[config.mk]
export PLATFORM = sky130hd
export DESIGN_NAME = uart_rx
export DESIGN_NICKNAME = d
export VERILOG_FILES = /design/src/rtl/uart_rx.sv
export SDC_FILE = /design/constraint.sdc
export NUM_CORES = 1
export LEC_CHECK = 0
export CAP_MARGIN = 40
export CORE_MARGIN = 3
export CORE_UTILIZATION = 30
export CTS_BUF_LIST = sky130_fd_sc_hd__clkbuf_4
export CTS_CLUSTER_DIAMETER = 30
export DETAILED_ROUTE_END_ITERATION = 8
export GPL_ROUTABILITY_DRIVEN = 0
export PLACE_DENSITY_LB_ADDON = 0.05
export SLEW_MARGIN = 20
export SYNTH_ARGS = -nofsm -noshare
export SYNTH_HDL_FRONTEND = slang
export SYNTH_SLANG_ARGS = --single-unit
export TNS_END_PERCENT = 1
[constraint.sdc]
create_clock -name clk -period 1.94 [get_ports clk]
set_input_delay 0.291 -clock clk [delete_from_list [all_inputs] [get_ports clk]]
set_output_delay 0.291 -clock clk [all_outputs]
set_load 0.03 [all_outputs]
[src/rtl/uart_rx.sv]
// uart_rx: 8N1 UART receiver, LSB first, 16x oversampling with a 7/8/9 majority vote.
// Received bytes go into a one-entry valid/ready buffer. The receiver pulses
// frame_err when the stop bit is low, and pulses overrun when a completed byte
// is dropped because the buffer was still full.
module uart_rx #(
    parameter int CLKS_PER_TICK = 54,
    parameter int OVERSAMPLE    = 16
) (
    input  logic       clk,
    input  logic       rst_n,
    input  logic       rx,
    output logic [7:0] rx_data,
    output logic       rx_valid,
    input  logic       rx_ready,
    output logic       frame_err,
    output logic       overrun,
    output logic       busy
);

    localparam int DIV_W  = (CLKS_PER_TICK > 1) ? $clog2(CLKS_PER_TICK) : 1;
    localparam int SAMP_W = $clog2(OVERSAMPLE);

    localparam logic [DIV_W-1:0]  DIV_LAST  = DIV_W'(CLKS_PER_TICK - 1);
    localparam logic [SAMP_W-1:0] SAMP_LAST = SAMP_W'(OVERSAMPLE - 1);
    // The three majority samples sit just past mid-bit. The decision is made on the last one.
    localparam logic [SAMP_W-1:0] SAMP_A    = SAMP_W'(OVERSAMPLE / 2 - 1);
    localparam logic [SAMP_W-1:0] SAMP_B    = SAMP_W'(OVERSAMPLE / 2);
    localparam logic [SAMP_W-1:0] SAMP_DEC  = SAMP_W'(OVERSAMPLE / 2 + 1);

    typedef enum logic [2:0] {
        IDLE  = 3'd0,
        START = 3'd1,
        DATA  = 3'd2,
        STOP  = 3'd3,
        BRK   = 3'd4
    } state_t;

    state_t            state_reg, state_next;
    logic [1:0]        sync_reg;
    logic [DIV_W-1:0]  div_reg, div_next;
    logic [SAMP_W-1:0] samp_reg, samp_next;
    logic [2:0]        bit_idx_reg, bit_idx_next;
    logic [7:0]        shift_reg, shift_next;
    logic              samp_a_reg, samp_a_next;
    logic              samp_b_reg, samp_b_next;
    logic [7:0]        rx_data_reg;
    logic              rx_valid_reg;
    logic              frame_err_reg;
    logic              overrun_reg;

    logic rxs;
    logic tick;
    logic decide;
    logic wrap;
    logic maj;
    logic deliver;
    logic ferr;

    assign rxs    = sync_reg[1];
    assign tick   = (div_reg == DIV_LAST);
    assign decide = tick && (samp_reg == SAMP_DEC);
    assign wrap   = tick && (samp_reg == SAMP_LAST);
    assign maj    = (samp_a_reg & samp_b_reg) | (samp_a_reg & rxs) | (samp_b_reg & rxs);

    // Two-flop synchronizer for the asynchronous serial line (idles high)
    always_ff @(posedge clk or negedge rst_n) begin
        if (!rst_n) begin
            sync_reg <= 2'b11;
        end else begin
            sync_reg <= {sync_reg[0], rx};
        end
    end

    // Next-state logic: tick divider, sample counter, bit assembly and frame sequencing
    always_comb begin
        state_next   = state_reg;
        div_next     = tick ? '0 : div_reg + DIV_W'(1);
        samp_next    = tick ? samp_reg + SAMP_W'(1) : samp_reg;
        bit_idx_next = bit_idx_reg;
        shift_next   = shift_reg;
        samp_a_next  = (tick && samp_reg == SAMP_A) ? rxs : samp_a_reg;
        samp_b_next  = (tick && samp_reg == SAMP_B) ? rxs : samp_b_reg;
        deliver      = 1'b0;
        ferr         = 1'b0;
        case (state_reg)
            IDLE: begin
                // Holding the counters at zero aligns tick phase to the start edge.
                div_next  = '0;
                samp_next = '0;
                if (!rxs) begin
                    state_next   = START;
                    bit_idx_next = 3'd0;
                end
            end
            START: begin
                if (decide && maj) begin
                    state_next = IDLE;
                end else if (wrap) begin
                    state_next   = DATA;
                    bit_idx_next = 3'd0;
                end
            end
            DATA: begin
                if (decide) begin
                    shift_next = {maj, shift_reg[7:1]};
                end
                if (wrap) begin
                    if (bit_idx_reg == 3'd7) begin
                        state_next = STOP;
                    end else begin
                        bit_idx_next = bit_idx_reg + 3'd1;
                    end
                end
            end
            STOP: begin
                // Leaving at mid stop bit lets a back-to-back start edge be caught.
                if (decide) begin
                    if (maj) begin
                        deliver    = 1'b1;
                        state_next = IDLE;
                    end else begin
                        ferr       = 1'b1;
                        state_next = BRK;
                    end
                end
            end
            BRK: begin
                // A line held low must return high before a new frame can start.
                div_next  = '0;
                samp_next = '0;
                if (rxs) begin
                    state_next = IDLE;
                end
            end
            default: begin
                state_next = IDLE;
            end
        endcase
    end

    // Register the FSM state, the counters and the shift register
    always_ff @(posedge clk or negedge rst_n) begin
        if (!rst_n) begin
            state_reg   <= IDLE;
            div_reg     <= '0;
            samp_reg    <= '0;
            bit_idx_reg <= 3'd0;
            shift_reg   <= 8'h00;
            samp_a_reg  <= 1'b1;
            samp_b_reg  <= 1'b1;
        end else begin
            state_reg   <= state_next;
            div_reg     <= div_next;
            samp_reg    <= samp_next;
            bit_idx_reg <= bit_idx_next;
            shift_reg   <= shift_next;
            samp_a_reg  <= samp_a_next;
            samp_b_reg  <= samp_b_next;
        end
    end

    // One-entry output buffer with overrun detection and single-cycle flag pulses
    always_ff @(posedge clk or negedge rst_n) begin
        if (!rst_n) begin
            rx_data_reg   <= 8'h00;
            rx_valid_reg  <= 1'b0;
            frame_err_reg <= 1'b0;
            overrun_reg   <= 1'b0;
        end else begin
            frame_err_reg <= ferr;
            overrun_reg   <= deliver && rx_valid_reg && !rx_ready;
            if (deliver) begin
                if (!rx_valid_reg || rx_ready) begin
                    rx_data_reg  <= shift_reg;
                    rx_valid_reg <= 1'b1;
                end
            end else if (rx_valid_reg && rx_ready) begin
                rx_valid_reg <= 1'b0;
            end
        end
    end

    assign rx_data   = rx_data_reg;
    assign rx_valid  = rx_valid_reg;
    assign frame_err = frame_err_reg;
    assign overrun   = overrun_reg;
    assign busy      = (state_reg != IDLE);

endmodule
==> key figures, run 1 <==
Logic synthesis
  – Synth Instances: 149
  – Number of flops mapped to enable cells by yosys: 0
  – Most common cell in the netlist: dfrtp_1
  – Top-area cell type share of the netlist area: 49.2%
  – Synthesized Nets: 160
  – Async SR Flop Fraction: 100%
  – Seq cells post-synth: 39
  – Distinct cell type count after synthesis: 38
  – Synth Warn #: 0
  – Synth area leader: dfrtp_1
  – Most used DFF post-synth: dfrtp_1
  – Post-Syn Area: 1780 sq um
  – Sequential fraction of the synthesis area: 55.1%
  – Synth top cells by count: dfrtp_1 (35), mux2_2 (19), nor2_1 (16), ha_1 (7), nand2_1 (7)
  – Largest cells by area after synthesis: dfrtp_1 (49%), mux2_2 (12%), dfstp_2 (5.9%), ha_1 (4.9%), nor2_1 (3.4%)
  – Mean Syn Cell Area: 11.9 sq um

Cells and area
  – Layout cell share with drive strength beyond 1: 32.6%
  – Fin nets: 194
  – Final Core Density: 40.2%
  – Final instance area: 2270 sq um
  – N_diodes: 0
  – Synth-to-layout area growth: 27.4%
  – Fill cells: 535
  – Final cell count without fillers: 256

CTS
  – Clock buffer depth: 2
  – CTS tree: built
  – Worst-path clk slew: 120 ps
  – Worst skew pair latency: 340 ps
  – Clk root buf: clkbuf_4
  – Total CTS buffers: 5
  – CTS Sinks: 39
  – Setup bufs post-CTS: 0
  – CTS HTree Levels: 2

GRT
  – All-Layer GR Usage: 11.1%
  – First-pass GRT wire length: 6230 microns
  – Vias in the first global route: 1299
  – Initial antenna violation count: 0
  – Largest net degree at the start of global routing: 40
  – Grt total ovfl: 0

Timing
  – Final setup fails: 1
  – Slew Viols, Final: 0
  – RSZ-0062 raised after global routing: yes
  – Highest clock rate: 491 MHz
  – Min Tclk post-route: 2040 ps
  – Worst setup margin: -95.2 ps
  – Actual slew at the worst max-slew pin: 499 ps
  – Post-Route Skew: 4.30 ps
  – Final worst-path cycle share: 105%
  – Hold_ws: 334 ps
  – Relative slew slack: 66.8%
  – Fin. Hold Viols: 0

Power and ir drop
  – Power per cell area: 616 nW/um^2
  – Reg power frac: 58.7%
  – Total internal power: 0.00110 W
  – Leakage: 1.02 nW
  – Maximum vdd drop: 0.252 mV
  – Tot Pwr: 0.00140 W
  – Net switching fraction of the power: 21.5%
  – Clk pwr share: 39.6%
  – Sw Pwr: 0.000300 W
  – Comb power frac: 1.8%

Critical path
  – Critical Path RT: 2210 ps
  – WP data arrival: 2310 ps
  – Critical path endpoint category: register
  – Worst setup path category: reg -> reg
  – CP max FO: 3
  – Startpoint types: register

Placed design
  – DP Area: 2120 sq um
  – Cell count after placement: 247
  – PortBufs: 15
  – DP HPWL: 2460 microns

Die
  – Rows: 27
  – Core Region: 5640 sq um
  – Initial Util: 31.6%
  – Die ar.: 6900 sq um
  – DIE HEIGHT: 83.0 microns
  – Die Width: 83.0 microns
  – # IOs: 16

Route
  – Drt pass-1 iters: 4
  – # DRC: 0
  – Final wirelength: 3540 microns
  – Routed via count: 1250
  – Wirelength per Cell: 13.8 microns
  – Initial drt markers: 127
  – Final ANT Viol Nets: 0
  – Vias per cell: 4.88

Outcome
  – Failing checks: setup timing
  – Status: finished with violations

Flow run
  – Max Cap Viol: 0

Hold path
  – Hold crit path type: in -> reg
routing by layer:
metal | GRT usage (%) | routed length, microns | share of wire, %
met1 | 14.7 | 1660 | 47
met2 | 17.3 | 1680 | 47
met3 | 3.08 | 153 | 4.3
met4 | 4.01 | 53 | 1.5
met5 | 0 | 0 | 0
kinds of logic after synthesis:
kind of cell	count (synthesis)	share of synthesized area, %
AND/OR/NAND/NOR	50	15.5
flip-flops	39	55.1
multiplexers	19	12.0
AO/OA/AOI/OAI	15	6.04
buffers and inverters	11	2.39
adder cells (fa/ha/maj)	8	5.48
XOR/XNOR	7	3.44
power by group through the flow:
stage | Combinational (W) | Sequential, W | Clock (W)
2_1_floorplan | 0.00000149 | 0.000834 | 0
3_3_place_gp | 0.0000245 | 0.000834 | 0
3_5_place_dp | 0.0000247 | 0.000835 | 0
4_1_cts | 0.0000265 | 0.000819 | 0.000572
5_1_grt | 0.0000301 | 0.000820 | 0.000612
6_report | 0.0000248 | 0.000819 | 0.000552
repair_timing:
action                                  in CTS  in global routing
hold endpoints to repair                    35                  0
pin swaps                                    0                  1
hold buffers                                 1                  0
gates resized for setup                      4                 11
endpoints found under the setup margin       6                 20
cell usage in the layout, fill, tap and decap left out, drive strengths merged, types with 2 or more instances in the layout:
cell type,count
nor2,16
clkinv,2
nand2,7
clkdlybuf4s50,13
or3,2
a21oi,2
dfstp,4
nand3b,2
nand2b,3
a31oi,2
mux2,19
nand4,2
xnor2,5
or2,2
ha,7
o21bai,2
clkbuf,5
xor2,2
inv,6
nor4,5
nor3,3
nand3,4
a22o,2
buf,17
dfrtp,35
final cells by class:
class | instances | area [sq um] | area share (%)
Tap cell | 72 | 90.1 | 3.97
Timing Repair Buffer | 32 | 279 | 12.3
Sequential cell | 39 | 983 | 43.4
Multi-Input combinational cell | 99 | 812 | 35.8
Inverter | 6 | 22.5 | 0.993
Clock inverter | 3 | 43.8 | 1.93
Clock buffer | 5 | 37.5 | 1.65
per-stage QoR:
| step | TNS [ps] | worst slack (ps) |
|---|---|---|
| floorplan | -131 | -66.6 |
| global placement | -208 | -74.2 |
| detailed placement | -435 | -166 |
| CTS | -353 | -150 |
| global route | -332 | -156 |
| finish | -95.2 | -95.2 |
critical path, stage by stage, from the launching register on:
cell and delay (ps):
dfrtp_1 410, ha_1 210, ha_2 190, or4b_4 500, nor4_4 210, mux2_4 330, a31oi_1 130
path summary, 6_finish.rpt:
path | slack [ps] | depth (start not counted) | endpoint | from
setup / recovery | -100 | 6 | bit_idx_reg[0] | bit_idx_reg[0]
min in group asynchronous | 520 | 3 | samp_reg[0] | rst_n
max in group asynchronous | 1050 | 3 | state_reg[1] | rst_n
hold / removal | 330 | 1 | sync_reg[0] | rx
hold reg to reg | 370 | 0 | sync_reg[1] | sync_reg[0]
setup reg to reg | -100 | 6 | bit_idx_reg[0] | bit_idx_reg[0]
Power figures use the tool's default switching activity.
==> run 2: changes to the inputs <==
--- a/config.mk
+++ b/config.mk
@@ -6,6 +6,7 @@
 export NUM_CORES = 1
 export LEC_CHECK = 0
 export CAP_MARGIN = 40
+export CORE_ASPECT_RATIO = 1.5
 export CORE_MARGIN = 3
 export CORE_UTILIZATION = 30
 export CTS_BUF_LIST = sky130_fd_sc_hd__clkbuf_4
==> key figures, run 2 (synthesis results as in run 1) <==
Timing
  – Highest clock rate: 498 MHz (+1.3%)
  – Fin Setup TNS: -131 ps (-35.8 ps)
  – RSZ-0062 raised after global routing: yes
  – Final worst-path cycle share: 104% (-1.4 points)
  – Fin. Hold Viols: 0 (unchanged)
  – Post-Route Skew: 3.62 ps (-0.684 ps)
  – Min Tclk post-route: 2010 ps (-26.2 ps)
  – Final setup fails: 3 (+2)
  – Worst setup margin: -69.0 ps (+26.2 ps)
  – Actual slew at the worst max-slew pin: 503 ps (+4.30 ps)
  – Slew Viols, Final: 0 (unchanged)
  – Relative slew slack: 66.5% (-0.29 points)

Cells and area
  – Layout cell share with drive strength beyond 1: 36.1% (+3.5 points)
  – N_diodes: 0 (unchanged)
  – Fin nets: 201 (+3.6%)
  – Final Core Density: 41.9% (+1.7 points)
  – Most frequent cells in the layout: dfrtp_1 (35), buf_4 (20), mux2_2 (18)
  – Synth-to-layout area growth: 32.0%
  – Final cell count without fillers: 261 (+2.0%)
  – Most common cell after layout, fill and taps aside: dfrtp_1

CTS
  – Setup bufs post-CTS: 0 (unchanged)
  – Worst-path clk slew: 120 ps (about the same)
  – Worst skew pair latency: 340 ps (about the same)
  – Total CTS buffers: 5 (unchanged)
  – CTS Sinks: 39 (unchanged)
  – CTS HTree Levels: 2 (unchanged)
  – CTS tree: built
  – Clk root buf: clkbuf_4
  – Clock buffer depth: 2 (unchanged)

Critical path
  – Max stage delay on crit path: 490 ps (about the same)
  – CP max FO: 3 (unchanged)
  – Critical path cell sequence: ha_2 > ha_4 > or4b_4 > nor4_4 > mux2_4 > a31oi_1
  – Critical path endpoint category: register
  – Worst setup path category: reg -> reg
  – CP max-delay cell: or4b_4
  – WP data arrival: 2280 ps (-30 ps)
  – Critical Path RT: 2210 ps (about the same)
  – Startpoint types: register

Route
  – Routed via count: 1267 (+1.4%)
  – Wirelength per Cell: 14.7 microns (+6.5%)
  – Drt pass-1 iters: 4 (unchanged)
  – Vias per cell: 4.85 (-0.58%)
  – Final wirelength: 3840 microns (+8.6%)
  – Final ANT Viol Nets: 0 (unchanged)
  – Initial drt markers: 33 (-74%)
  – # DRC: 0 (unchanged)

Die
  – Rows: 33 (+22%)
  – Initial Util: 31.7% (+0.15 points)
  – Die ar.: 6910 sq um (+0.27%)
  – DIE HEIGHT: 100 microns (+21%)
  – Die Width: 68.9 microns (-17%)
  – # IOs: 16 (unchanged)
  – Core Region: 5620 sq um (-0.47%)

Power and ir drop
  – Maximum vdd drop: 0.376 mV (+49%)
  – Leakage: 1.05 nW (+2.9%)
  – Tot Pwr: 0.00127 W (-8.9%)
  – Power per cell area: 541 nW/um^2 (-12%)

Hold path
  – Hold crit path type: in -> reg

Outcome
  – Failing checks: setup timing
  – Status: finished with violations

Placed design
  – Cell count after placement: 252 (+2.0%)
  – PortBufs: 15 (unchanged)
  – DP HPWL: 2880 microns (+17%)
  – Post-Place Setup Slack: -339 ps (-172 ps)

GRT
  – All-Layer GR Usage: 13.0% (+1.9 points)
  – Vias in the first global route: 1398 (+7.6%)
  – Grt total ovfl: 0 (unchanged)
  – First-pass GRT wire length: 6620 microns (+6.2%)
  – Initial antenna violation count: 0 (unchanged)
  – Largest net degree at the start of global routing: 22 (-45%)

Flow run
  – Max Cap Viol: 0 (unchanged)
[run 2: layout make-up]
cell class / count / area (sq um)
Fill cell: 585 / 3260
Sequential cell: 39 / 981
Clock inverter: 2 / 12.5
Multi-Input combinational cell: 99 / 856
Inverter: 6 / 22.5
Clock buffer: 6 / 45.0
Tap cell: 70 / 87.6
Timing Repair Buffer: 39 / 347
[run 2: power by group]
part / internal, W / leakage [nW] / switching, W
clock: 0.000155 / 0.0333 / 0.000270
combinational: 0.0000105 / 0.503 / 0.0000176
sequential: 0.000817 / 0.516 / 0.00000254
total: 0.000982 / 1.05 / 0.000290
[run 2: timing repair]
action                                  CTS  global route
pin swaps                                 1             0
resized for setup                        10            11
endpoints found under the setup margin   21            21
hold buffers                              1             0
endpoints found under the hold margin    18             0
[run 2: critical path: cells and delay by family (launching register included)]
family,cells,cell delay (ps)
compound gates,1,150
fa+ha+maj,2,360
simple gates,2,690
flops,1,410
mux,1,330
[run 2: routing by layer]
metal	up-vias	global-route usage [%]	wire length [microns]
met4	0	6.46	105
met5	-	0	0
li1	604	-	-
met3	11	3.14	90
met1	634	14.1	1500
met2	18	22.6	2150
[run 2: worst paths after layout]
kind                           startpoint        endpoint  slack (ps)  cells after the start
max                        bit_idx_reg[0]  bit_idx_reg[0]         -70                      6
min                                    rx     sync_reg[0]         340                      1
max reg2reg                bit_idx_reg[0]  bit_idx_reg[0]         -70                      6
min reg2reg                   sync_reg[0]     sync_reg[1]         370                      0
max in group asynchronous           rst_n     sync_reg[0]         960                      3
min in group asynchronous           rst_n     samp_reg[0]         430                      2
[run 2: stage by stage]
step           cell area [sq um]  hold WS, ps
6_report                    2350          342
5_1_grt                     2350          307
4_1_cts                     2300          324
3_5_place_dp                2180          305
3_3_place_gp                2180          285
2_1_floorplan               1790        -4.59
==> run 3: changes to the inputs <==
--- a/config.mk
+++ b/config.mk
@@ -10,10 +10,9 @@
 export CORE_MARGIN = 3
 export CORE_UTILIZATION = 30
 export CTS_BUF_LIST = sky130_fd_sc_hd__clkbuf_4
-export CTS_CLUSTER_DIAMETER = 30
 export DETAILED_ROUTE_END_ITERATION = 8
 export GPL_ROUTABILITY_DRIVEN = 0
-export PLACE_DENSITY_LB_ADDON = 0.05
+export PLACE_DENSITY = 0.61
 export SLEW_MARGIN = 20
 export SYNTH_ARGS = -nofsm -noshare
 export SYNTH_HDL_FRONTEND = slang
==> key figures, run 3 (synthesis results as in run 1) <==
Outcome
  – Status: finished with violations
  – Failing checks: setup timing

GRT
  – First-pass GRT wire length: 5630 microns (-15%)
  – Initial antenna violation count: 0 (unchanged)
  – Vias in the first global route: 1252 (-10%)
  – Grt total ovfl: 0 (unchanged)
  – All-Layer GR Usage: 10.8% (-2.2 points)
  – Largest net degree at the start of global routing: 40 (+82%)

Critical path
  – CP max FO: 3 (unchanged)
  – Critical path endpoint category: register
  – Reg2reg end: bit_idx_reg[0]
  – R2R cell count: 6 (unchanged)
  – Critical Path RT: 2220 ps (about the same)
  – WP data arrival: 2370 ps (+90 ps)
  – RR Startpoint: bit_idx_reg[1]
  – Worst setup path category: reg -> reg
  – Worst R2R Setup Slack: -160 ps (-90 ps)
  – Startpoint types: register

Die
  – Die ar.: 6910 sq um (unchanged)
  – DIE HEIGHT: 100 microns (unchanged)
  – # IOs: 16 (unchanged)
  – Core Region: 5620 sq um (unchanged)
  – Rows: 33 (unchanged)
  – Initial Util: 31.7% (unchanged)
  – Die Width: 68.9 microns (unchanged)

Power and ir drop
  – Power per cell area: 667 nW/um^2 (+23%)
  – Maximum vdd drop: 0.378 mV (+0.67%)
  – Leakage: 1.05 nW (-0.55%)

CTS
  – Worst skew pair latency: 350 ps (about the same)
  – Clock buffer depth: 2 (unchanged)
  – CTS tree: built
  – CTS Sinks: 39 (unchanged)
  – Worst-path clk slew: 120 ps (about the same)
  – CTS HTree Levels: 2 (unchanged)
  – Total CTS buffers: 5 (unchanged)
  – Clk root buf: clkbuf_4

Hold path
  – Hold crit path type: reg -> reg
  – Hold Path Depth: 0 (-1)
  – Worst Hold Launch: sync_reg[0]
  – Hold Path Sink: sync_reg[1]

Timing
  – Fin. Hold Viols: 0 (unchanged)
  – Min Tclk post-route: 2100 ps (+86.5 ps)
  – Actual slew at the worst max-slew pin: 488 ps (-15.1 ps)
  – Relative slew slack: 67.5% (+1.0 points)
  – Final worst-path cycle share: 108% (+4.5 points)
  – Post-Route Skew: 11.6 ps (+8.01 ps)
  – Final setup fails: 3 (unchanged)
  – Highest clock rate: 477 MHz (-4.1%)
  – Worst setup margin: -155 ps (-86.5 ps)
  – Hold_ws: 358 ps (+16.1 ps)
  – Slew Viols, Final: 0 (unchanged)
  – RSZ-0062 raised after global routing: yes

Route
  – Vias per cell: 4.82 (-0.77%)
  – Final wirelength: 3420 microns (-11%)
  – Routed via count: 1238 (-2.3%)
  – # DRC: 0 (unchanged)
  – Wirelength per Cell: 13.3 microns (-9.7%)
  – Drt pass-1 iters: 4 (unchanged)
  – Final ANT Viol Nets: 0 (unchanged)
  – Initial drt markers: 98 (+200%)

Cells and area
  – N_diodes: 0 (unchanged)
  – Layout cell share with drive strength beyond 1: 33.2% (-3.0 points)
  – Most common cell after layout, fill and taps aside: dfrtp_1
  – Fin nets: 197 (-2.0%)
  – Fill cells: 571 (-2.4%)
  – Most frequent cells in the layout: dfrtp_1 (35), mux2_2 (18), buf_4 (18)
  – Synth-to-layout area growth: 29.5%

Flow run
  – Max Cap Viol: 0 (unchanged)

Placed design
  – PortBufs: 15 (unchanged)
  – DP HPWL: 2360 microns (-18%)
  – Post-Place Setup Slack: -195 ps (+144 ps)
## run 3: metrics by stage
step                      setup TNS (ps)  power [W]  util (%)  instance area, sq um  cells
after floorplan                     -131   0.000835         -                  1790    149
after global placement              -271   0.000859      38.0                  2130    247
after detailed placement            -497   0.000859      38.0                  2130    247
after CTS                           -400    0.00156      40.2                  2250    256
after global routing                -517    0.00160      41.1                  2310    257
final                               -273    0.00154      41.1                  2310    257
## run 3: final cells by class
cell class              instances  area (sq um)  area share (%)
multi-input cells              99           810            35.1
clock buffers                   6          45.0            1.95
well taps                      70          87.6            3.80
inverters                       6          22.5           0.977
clock inverters                 2          60.1            2.60
flip-flops and latches         39           981            42.5
repair buffers                 35           300            13.0
## run 3: worst max-delay path, stage by stage, from the launching register on
cell and delay, ps:
dfrtp_1 420, ha_2 190, ha_4 160, or4b_4 490, nor4_4 300, mux2_4 330, a31oi_1 140
## run 3: worst max-delay path by stage
stage	startpoint	end	slack [ps]	cells after the start
after floorplan	bit_idx_reg[0]	bit_idx_reg[0]	-70	6
after global placement	bit_idx_reg[0]	bit_idx_reg[0]	-90	6
after CTS	bit_idx_reg[0]	bit_idx_reg[0]	-150	6
after detailed placement	bit_idx_reg[0]	bit_idx_reg[2]	-190	6
final	bit_idx_reg[1]	bit_idx_reg[0]	-160	6
after global routing	bit_idx_reg[1]	bit_idx_reg[0]	-230	6
## run 3: timing repair
item	CTS	global route
endpoints found under the setup margin	4	19
buffers inserted	0	1
hold endpoints to repair	29	0
pin swaps	0	2
hold buffers	1	0
gates resized for setup	3	9
## run 3: power by group
part / total, W / switching [W] / internal (W) / leakage (nW)
Combinational: 0.0000243 / 0.0000165 / 0.00000786 / 0.475
Sequential: 0.000819 / 0.00000238 / 0.000817 / 0.516
Clock: 0.000694 / 0.000278 / 0.000416 / 0.0559
Total: 0.00154 / 0.000297 / 0.00124 / 1.05
## run 3: metal layers
metal / GRT usage, % / up-vias / share of wire, %
met5: 0 / - / 0
met1: 12.5 / 622 / 44
met3: 2.69 / 5 / 2.1
met2: 18.5 / 16 / 52
met4: 4.05 / 0 / 1.9
li1: - / 595 / -
